[config.mk]
export PLATFORM = sky130hd
export DESIGN_NAME = mmio_timer
export DESIGN_NICKNAME = d
export VERILOG_FILES = /design/src/rtl/mmio_timer_pkg.sv /design/src/rtl/mmio_timer_prescaler.sv /design/src/rtl/mmio_timer.sv
export SDC_FILE = /design/constraint.sdc
export NUM_CORES = 1
export LEC_CHECK = 0
export ABC_AREA = 0
export BUFFER_PORTS_ARGS = -buffer_cell sky130_fd_sc_hd__buf_2
export CAP_MARGIN = 20
export CORE_AREA = 2 2 153 155
export CTS_CLUSTER_DIAMETER = 60
export DETAILED_ROUTE_END_ITERATION = 6
export DIE_AREA = 0 0 155 157
export MAX_ROUTING_LAYER = met4
export SYNTH_ARGS = -nofsm -noshare
export SYNTH_HDL_FRONTEND = slang
export SYNTH_HIERARCHICAL = 1
export SYNTH_SLANG_ARGS = --single-unit
export TNS_END_PERCENT = 20
[constraint.sdc]
create_clock -name clk -period 2.9 [get_ports clk]
set_clock_uncertainty 0.2 [all_clocks]
set_input_delay 0.435 -clock clk [delete_from_list [all_inputs] [get_ports clk]]
set_output_delay 0.435 -clock clk [all_outputs]
set_load 0.005 [all_outputs]
[src/rtl/mmio_timer_pkg.sv]
// Shared register map, bit positions and FSM encoding for the memory-mapped timer.
package mmio_timer_pkg;

  localparam logic [2:0] REG_CTRL     = 3'd0;
  localparam logic [2:0] REG_PRESCALE = 3'd1;
  localparam logic [2:0] REG_COUNT    = 3'd2;
  localparam logic [2:0] REG_COMPARE  = 3'd3;
  localparam logic [2:0] REG_STATUS   = 3'd4;

  localparam int CTRL_EN       = 0;
  localparam int CTRL_PERIODIC = 1;
  localparam int CTRL_IRQ_EN   = 2;

  localparam int STAT_MATCH = 0;
  localparam int STAT_DONE  = 1;

  typedef enum logic [1:0] {
    STOPPED = 2'd0,
    RUNNING = 2'd1,
    EXPIRED = 2'd2
  } timer_state_t;

endpackage

[src/rtl/mmio_timer_prescaler.sv]
// Divides clk by (divisor+1) while run is high; tick marks the last cycle of each division.
module timer_prescaler #(
  parameter int PRESCALE_W = 16
) (
  input  logic                  clk,
  input  logic                  reset,
  input  logic                  clear,
  input  logic                  run,
  input  logic [PRESCALE_W-1:0] divisor,
  output logic                  tick
);

  logic [PRESCALE_W-1:0] cnt_r;

  assign tick = run & (cnt_r == divisor);

  // Divider counter: held at zero when stopped or cleared, wraps on each tick.
  always_ff @(posedge clk) begin
    if (reset) begin
      cnt_r <= {PRESCALE_W{1'b0}};
    end else if (clear || !run || tick) begin
      cnt_r <= {PRESCALE_W{1'b0}};
    end else begin
      cnt_r <= cnt_r + {{(PRESCALE_W-1){1'b0}}, 1'b1};
    end
  end

endmodule

[src/rtl/mmio_timer.sv]
// Bus-responder timer: 32-byte register window, prescaled counter with compare match,
// sticky MATCH/DONE status and a level interrupt.
module mmio_timer
  import mmio_timer_pkg::*;
#(
  parameter logic [31:0] BASE_ADDR  = 32'h0000_0100,
  parameter int          PRESCALE_W = 16
) (
  input  logic        clk,
  input  logic        reset,
  input  logic        MemWrite,
  input  logic [31:0] DataAdr,
  input  logic [31:0] WriteData,
  output logic [31:0] ReadData,
  output logic        Hit,
  output logic        Irq
);

  logic [2:0]            ctrl_r;
  logic [PRESCALE_W-1:0] prescale_r;
  logic [31:0]           count_r;
  logic [31:0]           compare_r;
  logic [1:0]            status_r;
  timer_state_t          state_r;

  logic                  hit_s;
  logic                  wr_s;
  logic [2:0]            reg_idx_s;
  logic                  wr_ctrl_s;
  logic                  wr_prescale_s;
  logic                  wr_count_s;
  logic                  wr_compare_s;
  logic                  wr_status_s;
  logic                  run_s;
  logic                  tick_s;
  logic                  tick_eff_s;
  logic                  pre_clear_s;
  logic [2:0]            ctrl_n_s;
  logic [31:0]           count_n_s;
  logic [1:0]            status_set_s;
  logic [1:0]            status_clr_s;
  logic [1:0]            status_n_s;
  timer_state_t          state_n_s;
  logic [31:0]           rdata_s;
  logic                  unused_s;

  assign hit_s         = (DataAdr[31:5] == BASE_ADDR[31:5]);
  assign wr_s          = MemWrite & hit_s;
  assign reg_idx_s     = DataAdr[4:2];
  assign wr_ctrl_s     = wr_s & (reg_idx_s == REG_CTRL);
  assign wr_prescale_s = wr_s & (reg_idx_s == REG_PRESCALE);
  assign wr_count_s    = wr_s & (reg_idx_s == REG_COUNT);
  assign wr_compare_s  = wr_s & (reg_idx_s == REG_COMPARE);
  assign wr_status_s   = wr_s & (reg_idx_s == REG_STATUS);
  assign run_s         = (state_r == RUNNING);
  // A bus write to COUNT on a tick edge swallows that tick entirely.
  assign tick_eff_s    = tick_s & ~wr_count_s;
  assign unused_s      = ^DataAdr[1:0];

  timer_prescaler #(
    .PRESCALE_W (PRESCALE_W)
  ) u_prescaler (
    .clk     (clk),
    .reset   (reset),
    .clear   (pre_clear_s),
    .run     (run_s),
    .divisor (prescale_r),
    .tick    (tick_s)
  );

  // Next-state for control, count, status and FSM; bus writes override tick effects.
  always_comb begin
    ctrl_n_s     = ctrl_r;
    count_n_s    = count_r;
    state_n_s    = state_r;
    status_set_s = 2'b00;
    pre_clear_s  = 1'b0;

    if (tick_eff_s) begin
      if (count_r == compare_r) begin
        status_set_s[STAT_MATCH] = 1'b1;
        if (ctrl_r[CTRL_PERIODIC]) begin
          count_n_s = 32'd0;
        end else begin
          status_set_s[STAT_DONE] = 1'b1;
          ctrl_n_s[CTRL_EN]       = 1'b0;
          state_n_s               = EXPIRED;
        end
      end else begin
        count_n_s = count_r + 32'd1;
      end
    end else begin
      count_n_s = count_r;
    end

    if (wr_count_s) begin
      count_n_s = WriteData;
    end else begin
      status_set_s = status_set_s;
    end

    if (wr_ctrl_s) begin
      ctrl_n_s = WriteData[2:0];
      if (!WriteData[CTRL_EN]) begin
        state_n_s   = STOPPED;
        pre_clear_s = 1'b1;
      end else if (state_r != RUNNING) begin
        state_n_s   = RUNNING;
        pre_clear_s = 1'b1;
      end else begin
        state_n_s = RUNNING;
      end
    end else begin
      pre_clear_s = 1'b0;
    end

    if (wr_status_s) begin
      status_clr_s = WriteData[1:0];
    end else begin
      status_clr_s = 2'b00;
    end
    // Set beats a simultaneous write-1-to-clear.
    status_n_s = (status_r & ~status_clr_s) | status_set_s;
  end

  // Register state update.
  always_ff @(posedge clk) begin
    if (reset) begin
      ctrl_r     <= 3'd0;
      prescale_r <= {PRESCALE_W{1'b0}};
      count_r    <= 32'd0;
      compare_r  <= 32'hFFFF_FFFF;
      status_r   <= 2'b00;
      state_r    <= STOPPED;
    end else begin
      ctrl_r   <= ctrl_n_s;
      count_r  <= count_n_s;
      status_r <= status_n_s;
      state_r  <= state_n_s;
      if (wr_prescale_s) begin
        prescale_r <= WriteData[PRESCALE_W-1:0];
      end
      if (wr_compare_s) begin
        compare_r <= WriteData;
      end
    end
  end

  // Zero-latency read mux; reserved slots and misses return zero.
  always_comb begin
    rdata_s = 32'd0;
    if (hit_s) begin
      case (reg_idx_s)
        REG_CTRL:     rdata_s = {29'd0, ctrl_r};
        REG_PRESCALE: rdata_s = 32'(prescale_r);
        REG_COUNT:    rdata_s = count_r;
        REG_COMPARE:  rdata_s = compare_r;
        REG_STATUS:   rdata_s = {30'd0, status_r};
        default:      rdata_s = 32'd0;
      endcase
    end else begin
      rdata_s = 32'd0;
    end
  end

  assign ReadData = rdata_s;
  assign Hit      = hit_s;
  assign Irq      = status_r[STAT_MATCH] & ctrl_r[CTRL_IRQ_EN];

endmodule

==> out/results.ini, run 1 <==
[drt]
wirelength_mm = 20.9
postRouteAntennaNets = 0
vias_per_cell = 5.27
drc = 0
wire_per_inst_um = 17.9
dr_total_vias = 6166
drtPass1Iterations = 5
drtIter0Drc = 509

[worst_setup_path]
rr_endpoint = count_r[25]
critPathMaxStageDelay_ns = 0.61
ff2ff_setup_slack_ns = 0.18
worst-setup-path-type = reg2reg
cp_cell_sequence = xor2_1 > nor4_2 > nand4_2 > o41ai_4 > nand2b_1 > o22ai_1
crit_start = count_r[25]
r2r_start = count_r[25]
reg2reg_depth = 6
critPathArrivalTime_ns = 2.76
path_max_fanout = 9
worstPathRequired_ns = 2.94
crit_path_end_kind = flip-flop
crit_path_top_delay_cell = o41ai_4
start_kind = flip-flop

[floorplanning]
rows = 55
die_area_um2 = 24300
die_h_um = 157
io_pins = 101
core_um2 = 22500
start_util_pct = 27.9
die_w_um = 155

[power]
p_sw_uw = 702
vdd_drop_max_mv = 0.254
pwr_density_cell_nw_per_um2 = 381
power_frac_comb_pct = 6.5
intPower_mw = 2.17
switching_share_pct = 24.4
seqPwrFrac_pct = 48.8
p_leak_nw = 2.91
clkPwrFrac_pct = 44.7
power_mw = 2.88

[synth]
ys_warn_count = 6
synth_seq_cells = 102
synth_top_area_share_pct = 32.5
synthesis.area_um2 = 6290
synth_cells = 779
synth_edf_count = 0
ys_types = 68
ys_async_sr_fraction_pct = 0
synth-main-ff-cell = dfxtp_1
netlist_top_cells_area = dfxtp_1, xor2_1, nand2_1, nor2_1, nand3_1
seq_area_frac_synth_pct = 32.5
syn_area_per_cell_um2 = 8.07
synth_area_leader_cell = dfxtp_1
synth_nets = 848

[finish]
final_common_cell = nand2_1
layout_common_cells = nand2_1, dfxtp_1, buf_2
regArea_um2 = 2040
nFillCells = 2343
nets = 949
multi_input_area_um2 = 3950
n_antenna_cell = 0
syn_to_final_growth_pct = 20.2
drive_gt1_share_pct = 22.5

[clocking]
cts_buffer_depth = 2
cts_resized = 0
holdBufCountCts = 0
insertion_delay_ns = 0.37
tritoncts = built
cts.clk_slew.worst_paths_ns = 0.07
post_cts_buffers = 0
cts.htree.levels = 3
cts_sinks = 102
numCtsBuffers = 9
cts-root-buf = clkbuf_16

[sta]
drv_slew = 0
setup_tns_ns = 0
hold_viol = 0
rsz0062_at_grt = false
fin_crit_ns = 2.72
relSlewSlack_pct = 28.8
fmax_ghz = 0.367
period_share_pct = 93.9
worst_slew_pin_slew_ns = 1.06
setup_viol = 0
holdWs_ns = 0.0944

[min_path]
min_to = compare_r[31]
hold_depth = 3
hold_path.startpoint = WriteData[31]
hold_class = in2reg

[global_route]
grt_pass1_vias = 5830
grt_start_max_net_pins = 33
grt_pass1_wl_mm = 32.6
grt.total_usage_pct = 17.7
antenna_found_initial = 0
grt_overflow = 0

[job]
drv_cap = 0

[placed_design]
port_buffers = 98
gp_congestion = 0.916
dp_hpwl_mm = 16.0

[run_status]
status = finished clean

-- metal layers --
| metal | vias up | GRT usage (%) | routed length [µm] |
|---|---|---|---|
| met5 | - | - | 0 |
| met2 | 208 | 27.5 | 9400 |
| met1 | 2908 | 23.5 | 10000 |
| met4 | 0 | 6.61 | 496 |
| met3 | 29 | 2.29 | 974 |
| li1 | 3021 | - | - |
-- layout make-up --
| class | count | area share [%] |
|---|---|---|
| Clock buffer | 10 | 3.16 |
| Clock inverter | 6 | 0.894 |
| Inverter | 14 | 0.695 |
| Multi-Input combinational cell | 609 | 52.3 |
| Sequential cell | 102 | 27.0 |
| Tap cell | 285 | 4.72 |
| Timing Repair Buffer | 144 | 11.2 |
-- power groups by stage --
stage	registers (mW)	logic (mW)	clock network (mW)
floorplan	1.43	0.0857	0
global placement	1.44	0.187	0
detailed placement	1.44	0.187	0
CTS	1.40	0.187	1.30
global route	1.40	0.202	1.37
finish	1.40	0.188	1.29
-- worst max-delay path: cells and delay by family, from the launching register on --
| family | cells | cell delay (ns) |
|---|---|---|
| compound gates | 2 | 0.70 |
| xor+xnor | 1 | 0.18 |
| simple gates | 3 | 1.09 |
| flops | 1 | 0.43 |
-- cells by family after synthesis --
family	synth area share (%)
adder cells (fa/ha/maj)	0.398
buffers and inverters	5.27
XOR/XNOR	9.06
flip-flops	32.5
AO/OA/AOI/OAI	16.9
AND/OR/NAND/NOR	30.0
multiplexers	5.87
-- cells in the mapped netlist, types with 4 or more instances --
library cell	n
nand2_1	105
dfxtp_1	102
nor2_1	85
nand3_1	61
xor2_1	50
a22oi_1	32
clkbuf_1	26
o21ai_1	22
mux2i_1	20
buf_2	19
nand4_1	19
a21oi_1	15
nor3_1	15
xnor2_1	15
inv_1	14
mux2_2	13
and4_1	12
nor4_1	12
and3_1	11
and2_1	9
o22ai_1	8
a32oi_1	6
buf_6	6
o31ai_1	6
nor4_4	5
o21ai_0	5
or3_1	5
nand2b_1	4
nor2b_1	4
o21a_1	4
o31a_1	4
o41a_1	4
-- how the worst max path moves through the flow --
stage                   to  cells past startpoint
3_3_place_gp    count_r[2]                      9
5_1_grt        count_r[25]                      6
3_5_place_dp    count_r[2]                      9
6_report       count_r[25]                      6
2_1_floorplan  count_r[23]                     10
4_1_cts         count_r[2]                      9
-- through the flow --
stage / util (%) / instances / setup slack [ns] / area [µm²]
final: 33.6 / 1170 / 0.177 / 7560
after global routing: 33.6 / 1170 / 0.0522 / 7560
after CTS: 33.5 / 1170 / 0.0201 / 7540
after detailed placement: 32.1 / 1154 / 0.0849 / 7230
after global placement: 32.1 / 1154 / 0.0877 / 7230
after floorplan: - / 779 / 0.297 / 6290
-- state kept, by name (all words and copies together), names as in the netlist --
| register | count |
|---|---|
| prescale_r | 16 |
| state_r | 2 |
| u_prescaler/cnt_r | 16 |
| ctrl_r | 2 |
| compare_r | 32 |
| count_r | 32 |
| status_r | 2 |
Note: power is estimated with default switching activity, not from simulation.
==> run 2: changes to the inputs <==
- clock period: 2.9 -> 3 ns (I/O delays scaled with it)
==> out/results.ini, run 2 (synthesis gave the netlist of run 1 again) <==
[finish]
layout_common_cells = nand2_1, dfxtp_1, buf_2
drive_gt1_share_pct = 21.6
multi_input_area_um2 = 3940
nFillCells = 2383
reg.largest.list = compare_r x32, count_r x32
n_antenna_cell = 0
nets = 941
syn_to_final_growth_pct = 18.5
final_common_cell = nand2_1
regArea_um2 = 2040
utilization_pct = 33.1
final_cells = 1162

[power]
clkPwrFrac_pct = 42.9
power_frac_comb_pct = 6.8
intPower_mw = 2.02
p_leak_nw = 2.86
vdd_drop_max_mv = 0.237
pwr_density_cell_nw_per_um2 = 362
power_mw = 2.69
p_sw_uw = 675
seqPwrFrac_pct = 50.3
switching_share_pct = 25.1

[drt]
vias_per_cell = 5.30
wirelength_mm = 20.6
wire_per_inst_um = 17.7
dr_total_vias = 6153
postRouteAntennaNets = 0
met2_length_mm = 9.40
drtPass1Iterations = 5
drtIter0Drc = 461
top_layer = met4
drc = 0
drt-met1-wl_mm = 9.78
wl_met3_um = 964

[sta]
hold_viol = 0
fmax_ghz = 0.362
rsz0062_at_grt = false
worst_slew_pin_slew_ns = 0.982
drv_slew = 0
relSlewSlack_pct = 34.3
setup_tns_ns = 0
fin_crit_ns = 2.76
period_share_pct = 92.2
setup_viol = 0
holdWs_ns = 0.111

[clocking]
cts-root-buf = clkbuf_16
numCtsBuffers = 9
cts.htree.levels = 3
post_cts_buffers = 0
cts.clk_slew.worst_paths_ns = 0.07
cts_sinks = 102
insertion_delay_ns = 0.36
tritoncts = built
cts_buffer_depth = 2

[floorplanning]
io_pins = 101
die_w_um = 155
core_um2 = 22500
die_area_um2 = 24300
start_util_pct = 27.9
die_h_um = 157
rows = 55

[worst_setup_path]
critPathArrivalTime_ns = 2.86
crit_path_end_kind = flip-flop
worstPathRequired_ns = 3.09
start_kind = flip-flop
path_max_fanout = 13
worst-setup-path-type = reg2reg

[min_path]
hold_class = in2reg

[global_route]
grt_pass1_wl_mm = 32.7
grt_pass1_vias = 5857
antenna_found_initial = 0
grt.total_usage_pct = 17.6
grt_start_max_net_pins = 33
grt_overflow = 0

[placed_design]
dp_hpwl_mm = 15.7
gp_congestion = 0.885
port_buffers = 98
placed_cells = 1146

[run_status]
status = finished clean

[job]
drv_cap = 0

-- run 2: worst paths after layout --
kind	from	to	slack, ns	cells past startpoint
setup / recovery	u_prescaler/cnt_r[10]	count_r[14]	0.24	11
hold reg to reg	status_r[1]	status_r[1]	0.26	2
setup reg to reg	u_prescaler/cnt_r[10]	count_r[14]	0.24	11
hold / removal	WriteData[31]	compare_r[31]	0.11	3
-- run 2: critical path, cell delays in order (launching register included) --
cell     delay, ns
dfxtp_1       0.36
xor2_1        0.19
nor4_1        0.29
nand2_1       0.16
nor4_2        0.29
buf_4         0.25
inv_1         0.08
buf_4         0.18
or3_1         0.40
a21oi_1       0.13
a32oi_1       0.06
o21ai_1       0.09
-- run 2: stage by stage --
| stage | setup slack (ns) | area, µm² |
|---|---|---|
| CTS | 0.177 | 7450 |
| global placement | 0.243 | 7160 |
| finish | 0.235 | 7450 |
| detailed placement | 0.187 | 7160 |
| floorplan | 0.397 | 6290 |
| global route | 0.0583 | 7450 |
-- run 2: power groups by stage --
| stage | Combinational, mW | Sequential (mW) | Clock, mW |
|---|---|---|---|
| 2_1_floorplan | 0.0829 | 1.39 | 0 |
| 3_3_place_gp | 0.181 | 1.39 | 0 |
| 3_5_place_dp | 0.182 | 1.39 | 0 |
| 4_1_cts | 0.182 | 1.36 | 1.17 |
| 5_1_grt | 0.198 | 1.36 | 1.23 |
| 6_report | 0.183 | 1.36 | 1.15 |
-- run 2: layout make-up --
class                           instances  share of cell area (%)
Tap cell                              285                    4.79
Timing Repair Buffer                  136                    10.4
Clock inverter                          6                   0.622
Multi-Input combinational cell        609                    52.8
Clock buffer                           10                    3.21
Sequential cell                       102                    27.4
Inverter                               14                   0.706
-- run 2: repair_timing --
item                                    4_1_cts  5_1_grt
endpoints found under the setup margin        0        1
gates resized for setup                       0        1
hold buffers                                  0        0
-- run 2: metal layers --
metal  track usage (%)  vias up
li1                  -     3004
met1              23.6     2929
met2              27.2      192
met3              2.04       28
met4              6.75        0
met5                 -        -
==> run 3: changes to the inputs <==
- GPL_TIMING_DRIVEN: not set -> 0
- clock period: 3 -> 3.1 ns (I/O delays scaled with it)
==> out/results.ini, run 3 (synthesis gave the netlist of run 1 again) <==
[finish]
n_antenna_cell = 0
reg.largest.list = compare_r x32, count_r x32
utilization_pct = 33.1
nFillCells = 2423
final_common_cell = buf_2
drive_gt1_share_pct = 20.1
syn_to_final_growth_pct = 18.3
final_cells = 1177
layout_common_cells = buf_2, nand2_1, dfxtp_1
nets = 957

[power]
power_mw = 2.61
seqPwrFrac_pct = 50.3
p_sw_uw = 660
vdd_drop_max_mv = 0.229
intPower_mw = 1.95
clkPwrFrac_pct = 42.9
p_leak_nw = 2.85
power_frac_comb_pct = 6.7
pwr_density_cell_nw_per_um2 = 350
switching_share_pct = 25.3

[worst_setup_path]
start_kind = input port
worstPathRequired_ns = 2.43
cpMostUsedCell = buf_2
path_buf_inv = 4
worst-setup-path-type = in2out
reg2reg_depth = 7
crit_path_end_kind = primary output
path_max_fanout = 10
cp.depth = 9
crit_path_top_delay_cell = nor4_1
critPathArrivalTime_ns = 2.28
cp_cell_sequence = buf_2 > nor4_1 > and4_1 > and2_1 > buf_6 > nand2_1 > clkbuf_1 > nor2_1 > buf_2
critPathMaxStageDelay_ns = 0.35
critPathTopFamily = simple AND/OR/NAND/NOR gates

[min_path]
hold_class = in2reg
hold_depth = 3

[global_route]
antenna_found_initial = 0
grt_pass1_vias = 6072
grt_pass1_wl_mm = 34.6
grt_overflow = 0
grt.total_usage_pct = 19.0
grt_start_max_net_pins = 17

[sta]
final.setup.worst_slack_ns = 0.156
worst_slew_pin_slew_ns = 0.697
rsz0062_at_grt = true
fin_crit_ns = 2.94
drv_slew = 0
relSlewSlack_pct = 53.4
fmax_ghz = 0.340
period_share_pct = 95.0
setup_viol = 0
holdWs_ns = 0.129
hold_viol = 0

[run_status]
status = finished clean

[floorplanning]
start_util_pct = 27.9
die_h_um = 157
die_area_um2 = 24300
rows = 55
io_pins = 101
core_um2 = 22500
die_w_um = 155

[clocking]
cts.clk_slew.worst_paths_ns = 0.08
cts.htree.levels = 3
holdBufCountCts = 0
numCtsBuffers = 9
insertion_delay_ns = 0.36
tritoncts = built
cts_buffer_depth = 2
cts_sinks = 102
cts-root-buf = clkbuf_16

[drt]
drtIter0Drc = 647
wire_per_inst_um = 19.1
postRouteAntennaNets = 0
drtPass1Iterations = 6
wirelength_mm = 22.5
dr_total_vias = 6391
vias_per_cell = 5.43
drc = 0

[job]
drv_cap = 0

[placed_design]
pre_cts_ws_ns = -0.248
dp_hpwl_mm = 17.5
gp_congestion = 0.924
placed_cells = 1162
port_buffers = 98

==> run 3: area by class of cell <==
cell class / count / area [µm²] / area share (%)
buffer: 54 / 288 / 3.87
clock buffer: 11 / 243 / 3.26
clock inverter: 4 / 32.5 / 0.437
inverter: 14 / 52.6 / 0.706
multi-input combinational: 609 / 3930 / 52.9
sequential: 102 / 2040 / 27.5
tap: 285 / 357 / 4.79
timing repair buffer: 98 / 490 / 6.59
==> run 3: worst paths after layout <==
check | start | to | slack, ns
worst max register to register | count_r[25] | count_r[19] | 0.23
worst min register to register | u_prescaler/cnt_r[0] | u_prescaler/cnt_r[0] | 0.29
worst max-delay path | DataAdr[6] | ReadData[28] | 0.16
worst min-delay path | WriteData[20] | compare_r[20] | 0.13
==> run 3: metrics by stage <==
stage          area (µm²)  setup TNS (ns)
2_1_floorplan        6290               0
3_3_place_gp         7130           -1.22
3_5_place_dp         7130          -0.971
4_1_cts              7410               0
5_1_grt              7440          -0.461
6_report             7440               0
==> run 3: routing by layer <==
metal  up-vias  wire length, µm  global-route usage [%]
met5         -                0                       -
met4         0              616                    6.92
met3        40             1510                    3.03
met2       272            10000                    28.6
met1      3049            10300                    25.6
li1       3030                -                       -
==> run 3: power groups by stage <==
stage          logic (mW)  registers, mW  clock network [mW]
5_1_grt             0.191           1.31                1.18
3_5_place_dp        0.174           1.34                   0
2_1_floorplan      0.0802           1.34                   0
6_report            0.176           1.31                1.12
4_1_cts             0.175           1.31                1.12
3_3_place_gp        0.174           1.34                   0
==> run 3: what timing repair did <==
| item | in CTS | in global routing |
|---|---|---|
| pin swaps | 0 | 0 |
| resized for setup | 3 | 10 |
| buffers inserted | 0 | 0 |
| setup endpoints to repair | 14 | 22 |
==> run 3: worst reg2reg max path: stages, from the launching register on <==
cell and delay [ns]:
dfxtp_1 0.44, xor2_1 0.19, nor4_2 0.58, and4_1 0.41, nand4_1 0.30, nand2_1 0.17, buf_2 0.28, o22ai_1 0.15
